<file path="config.mk">
export PLATFORM = sky130hd
export DESIGN_NAME = key_event_conditioner
export DESIGN_NICKNAME = d
export VERILOG_FILES = /design/src/rtl/balls_pkg.sv /design/src/rtl/key_debounce.sv /design/src/rtl/key_event_conditioner.sv
export SDC_FILE = /design/constraint.sdc
export NUM_CORES = 1
export LEC_CHECK = 0
export ABC_CLOCK_PERIOD_IN_PS = 3750
export CORE_MARGIN = 2
export CORE_UTILIZATION = 60
export DETAILED_ROUTE_END_ITERATION = 10
export PLACE_DENSITY_LB_ADDON = 0.3
export SLEW_MARGIN = 20
export SYNTH_ARGS = -nofsm -noshare
export SYNTH_HDL_FRONTEND = slang
export SYNTH_SLANG_ARGS = --single-unit
export TNS_END_PERCENT = 5
</file>
<file path="constraint.sdc">
create_clock -name CLOCK_50 -period 3.75 [get_ports CLOCK_50]
set_clock_uncertainty 0.1 [all_clocks]
set_input_delay 0.75 -clock CLOCK_50 [delete_from_list [all_inputs] [get_ports CLOCK_50]]
set_output_delay 0.75 -clock CLOCK_50 [all_outputs]
set_load 0.01 [all_outputs]
</file>
<file path="src/rtl/balls_pkg.sv">
// Shared constants for the key-input path and the ADALINE predictor core.
//   CLK_HZ            : system clock frequency
//   DEBOUNCE_DEFAULT  : default debounce interval, 10 ms at CLK_HZ
//   EV_K1 / EV_K2     : event encodings, same as the predictor core's xin values
package balls_pkg;

    localparam int   CLK_HZ           = 50_000_000;
    localparam int   DEBOUNCE_DEFAULT = CLK_HZ / 100;
    localparam logic EV_K1            = 1'b1;
    localparam logic EV_K2            = 1'b0;

endpackage

</file>
<file path="src/rtl/key_debounce.sv">
// One push-button conditioner: 2-flop synchroniser, debouncer and press pulse.
//   CLOCK_50 : clock
//   reset    : synchronous, active-high
//   raw      : raw button, asynchronous, active-low
//   level    : debounced level, active-high (pressed = 1)
//   press    : one-cycle pulse on each debounced press
module key_debounce
    import balls_pkg::*;
#(
    parameter int DEBOUNCE_CYCLES = DEBOUNCE_DEFAULT,
    parameter int CNT_W           = 19
) (
    input  logic CLOCK_50,
    input  logic reset,
    input  logic raw,
    output logic level,
    output logic press
);

    logic [1:0]       sync_reg;
    logic             st_reg, st_next;
    logic [CNT_W-1:0] cnt_reg, cnt_next;
    logic             level_reg;
    logic             press_reg;

    always_comb begin
        st_next  = st_reg;
        cnt_next = cnt_reg;
        if (sync_reg[1] == st_reg) begin
            cnt_next = '0;
        end else if (cnt_reg == CNT_W'(DEBOUNCE_CYCLES - 1)) begin
            st_next  = sync_reg[1];
            cnt_next = '0;
        end else begin
            cnt_next = cnt_reg + 1'b1;
        end
    end

    always_ff @(posedge CLOCK_50) begin
        if (reset) begin
            sync_reg  <= 2'b11;
            st_reg    <= 1'b1;
            cnt_reg   <= '0;
            level_reg <= 1'b0;
            press_reg <= 1'b0;
        end else begin
            sync_reg  <= {sync_reg[0], raw};
            st_reg    <= st_next;
            cnt_reg   <= cnt_next;
            level_reg <= ~st_reg;
            // level_reg still holds ~st from the previous cycle, so this
            // fires exactly once, in step with level rising.
            press_reg <= ~st_reg & ~level_reg;
        end
    end

    assign level = level_reg;
    assign press = press_reg;

endmodule

</file>
<file path="src/rtl/key_event_conditioner.sv">
// Conditions buttons k1/k2 into single-bit press events behind a one-entry
// valid/ready buffer for the predictor core.
//   CLOCK_50 : clock          reset    : synchronous, active-high
//   k1, k2   : raw buttons, asynchronous, active-low
//   ev_valid : event pending  ev_bit   : 1 = k1 press, 0 = k2 press
//   ev_ready : consumer takes the pending event this cycle
//   k1_down, k2_down : debounced levels, active-high
//   drop_cnt : saturating count of discarded presses
module key_event_conditioner
    import balls_pkg::*;
#(
    parameter int DEBOUNCE_CYCLES = DEBOUNCE_DEFAULT,
    parameter int CNT_W           = 19,
    parameter int DROP_W          = 8
) (
    input  logic              CLOCK_50,
    input  logic              reset,
    input  logic              k1,
    input  logic              k2,
    output logic              ev_valid,
    output logic              ev_bit,
    input  logic              ev_ready,
    output logic              k1_down,
    output logic              k2_down,
    output logic [DROP_W-1:0] drop_cnt
);

    // Index 0 is k1, index 1 is k2.
    logic [1:0] raw_key;
    logic [1:0] level_key;
    logic [1:0] press_key;

    assign raw_key = {k2, k1};

    genvar gi;
    generate
        for (gi = 0; gi < 2; gi++) begin : g_key
            key_debounce #(
                .DEBOUNCE_CYCLES (DEBOUNCE_CYCLES),
                .CNT_W           (CNT_W)
            ) u_debounce (
                .CLOCK_50 (CLOCK_50),
                .reset    (reset),
                .raw      (raw_key[gi]),
                .level    (level_key[gi]),
                .press    (press_key[gi])
            );
        end
    endgenerate

    logic              ev_valid_reg, ev_valid_next;
    logic              ev_bit_reg, ev_bit_next;
    logic [DROP_W-1:0] drop_cnt_reg, drop_cnt_next;
    logic              accept;
    logic              slot_free;
    logic [1:0]        drop_inc;
    logic [DROP_W:0]   drop_sum;

    always_comb begin
        accept        = ev_valid_reg & ev_ready;
        slot_free     = ~ev_valid_reg | accept;
        ev_valid_next = ev_valid_reg;
        ev_bit_next   = ev_bit_reg;
        drop_inc      = 2'd0;

        if (slot_free) begin
            // k1 wins a tie; a simultaneous k2 press is discarded.
            if (press_key[0]) begin
                ev_valid_next = 1'b1;
                ev_bit_next   = EV_K1;
                drop_inc      = {1'b0, press_key[1]};
            end else if (press_key[1]) begin
                ev_valid_next = 1'b1;
                ev_bit_next   = EV_K2;
            end else if (accept) begin
                ev_valid_next = 1'b0;
            end
        end else begin
            drop_inc = {1'b0, press_key[0]} + {1'b0, press_key[1]};
        end

        drop_sum = {1'b0, drop_cnt_reg} + (DROP_W + 1)'(drop_inc);
        if (drop_sum[DROP_W]) begin
            drop_cnt_next = '1;
        end else begin
            drop_cnt_next = drop_sum[DROP_W-1:0];
        end
    end

    always_ff @(posedge CLOCK_50) begin
        if (reset) begin
            ev_valid_reg <= 1'b0;
            ev_bit_reg   <= 1'b0;
            drop_cnt_reg <= '0;
        end else begin
            ev_valid_reg <= ev_valid_next;
            ev_bit_reg   <= ev_bit_next;
            drop_cnt_reg <= drop_cnt_next;
        end
    end

    assign ev_valid = ev_valid_reg;
    assign ev_bit   = ev_bit_reg;
    assign k1_down  = level_key[0];
    assign k2_down  = level_key[1];
    assign drop_cnt = drop_cnt_reg;

endmodule
</file>
==> impl_metrics.env <==
export IMPL_antenna_found_initial=0
export IMPL_end_kind="flop"
export IMPL_core_area_um2=4030
export IMPL_fmax_mhz=332
export IMPL_ant_nets=0
export IMPL_power_density_nw_per_um2=399
export IMPL_numCtsBuffers=9
export IMPL_rsz0062_at_grt="false"
export IMPL_wl_per_cell_um=12.7
export IMPL_pre_cts_slack_ns=0.434
export IMPL_ys_seq_area_share_pct=46.0
export IMPL_clk_pin_slew_ns=0.07
export IMPL_syn_num_nets=295
export IMPL_ys_ff_latch=58
export IMPL_grt_pass1_wl_um=7160
export IMPL_syn_cell_area_um2=2520
export IMPL_largest_reg_flops=38
export IMPL_mostFrequentLayoutCell="dfxtp_1"
export IMPL_setup_violations=0
export IMPL_die_y_um=68.8
export IMPL_slew_violations=0
export IMPL_via_count=1969
export IMPL_cts_tree="yes"
export IMPL_drv_cap=0
export IMPL_irDropWorstVdd_mv=0.314
export IMPL_cp_data_required_time_ns=3.90
export IMPL_yosysUniqueCellTypes=38
export IMPL_h_tree_depth=3
export IMPL_initial_core_util_pct=62.6
export IMPL_final_nets=314
export IMPL_tightest_slew_ns=0.701
export IMPL_clock_path_buffers=2
export IMPL_die_w_um=68.8
export IMPL_p_total_mw=1.16
export IMPL_place_gp_congestion=0.829
export IMPL_post_cts_resized=0
export IMPL_final_cell_mix="58 x dfxtp_1, 39 x nor2_1, 19 x xor2_1"
export IMPL_routed_via_density=5.52
export IMPL_io_pins=17
export IMPL_arrival_ns=3.17
export IMPL_drtIter0Drc=137
export IMPL_syn_to_final_growth_pct=14.8
export IMPL_cp_start_kind="input pin"
export IMPL_drtPass1Iterations=4
export IMPL_status="complete, no violations"
export IMPL_dpl_cell_count=341
export IMPL_port_buffers=16
export IMPL_die_area_um2=4740
export IMPL_synthArstFlopShare_pct=0
export IMPL_hold_viol_final=0
export IMPL_synth_warnings=0
export IMPL_final_util_pct=71.9
export IMPL_synth_edf_count=0
export IMPL_leakage_nw=0.959
export IMPL_whs_ns=0.318
export IMPL_route_detailed_drc=0
export IMPL_fin_setup_tns_ns=0
export IMPL_avgSynthCellArea_um2=8.91
export IMPL_drive_gt1_share_pct=8.14
export IMPL_hold_buffers=0
export IMPL_clock_sinks=58
export IMPL_cts_setup_buffers=0
export IMPL_period_share_pct=80.4
export IMPL_grt_max_degree=21
export IMPL_synth_top_flop_cell="dfxtp_1"
export IMPL_finalWorstPathRequiredPeriod_ns=3.02
export IMPL_min_path_type="reg2reg"
export IMPL_cts_root_buf="clkbuf_8"
export IMPL_clock_latency_ns=0.34
export IMPL_drt_wl_total_um=4550
export IMPL_antenna_cells=0
export IMPL_worst_path_max_fanout=6
export IMPL_max_slew_margin_pct=53.2
export IMPL_grt_pass1_vias=1693
export IMPL_setup_ws_ns=0.735
export IMPL_groute_usage_overall_pct=21.1
export IMPL_critPathKind="in2reg"
export IMPL_syn_instance_count=283
export IMPL_rows=23
export IMPL_hpwl_um=2970
export IMPL_globalRouteOverflowTotal=0
export IMPL_fin_area_um2=2900
export IMPL_instances_no_fill=357
export IMPL_placed_area_um2=2710
layer usage:
metal | routed length (um) | global-route usage, % | up-vias
li1 | - | - | 1026
met1 | 2100 | 24.1 | 899
met2 | 2160 | 33.5 | 35
met3 | 202 | 10.1 | 9
met4 | 79 | 9.56 | 0
met5 | 0 | 0 | -
where the power goes:
group	total (mW)	switching, mW	internal (mW)
clock network	0.518	0.226	0.292
logic	0.0165	0.00927	0.00727
registers	0.621	0.00160	0.619
total	1.16	0.237	0.918
layout make-up:
cell class                 count  area [um^2]
multi-input combinational    202         1270
sequential                    58         1160
fill                         312         1130
clock buffer                  14          173
timing repair buffer          17          168
tap                           50         62.6
inverter                      14         52.6
clock inverter                 2         10.0
worst max-delay path, stage by stage:
cell	delay [ns]
clkdlybuf4s50_1	0.42
nor2b_1	0.25
mux2_2	0.20
ha_1	0.15
inv_1	0.05
fa_1	0.41
nand2b_1	0.19
nor2b_1	0.19
nand3_1	0.24
a311oi_1	0.31
synth_stat cells (6+ instances only):
library cell	n	share of area, %
clkbuf_1	7	1.0
xnor2_1	12	4.2
or2_2	6	1.5
inv_1	14	2.1
dfxtp_1	58	46
o21ai_0	7	1.4
ha_1	6	3.0
nor2_1	39	5.8
nand2_1	18	2.7
xor2_1	19	6.6
nor3_1	6	1.2
a21oi_1	17	3.4
nand4_1	13	3.2
nand3_1	12	2.4
or3_1	8	2.0
logic make-up (layout without fill, tap and decap cells):
family                     count (synthesis)  count (layout)  share of synthesized area (%)
muxes                                      3               3                           1.24
AOI/OAI and AO/OA                         31              31                           7.39
adders and majority gates                  7               7                           3.77
DFF                                       58              58                           46.0
xor gates and xnor gates                  31              31                           10.8
and+or+nand+nor                          130             130                           27.0
buffers and inverters                     23              47                           3.77
final timing paths:
kind	to	depth (start not counted)	from	slack, ns
max	drop_cnt[5]	10	ev_ready	0.73
min	g_key[1].u_debounce.sync_reg[1]	1	g_key[1].u_debounce.sync_reg[0]	0.32
max reg2reg	drop_cnt[5]	9	ev_valid	1.21
min reg2reg	g_key[1].u_debounce.sync_reg[1]	1	g_key[1].u_debounce.sync_reg[0]	0.32
Power figures use the tool's default switching activity.
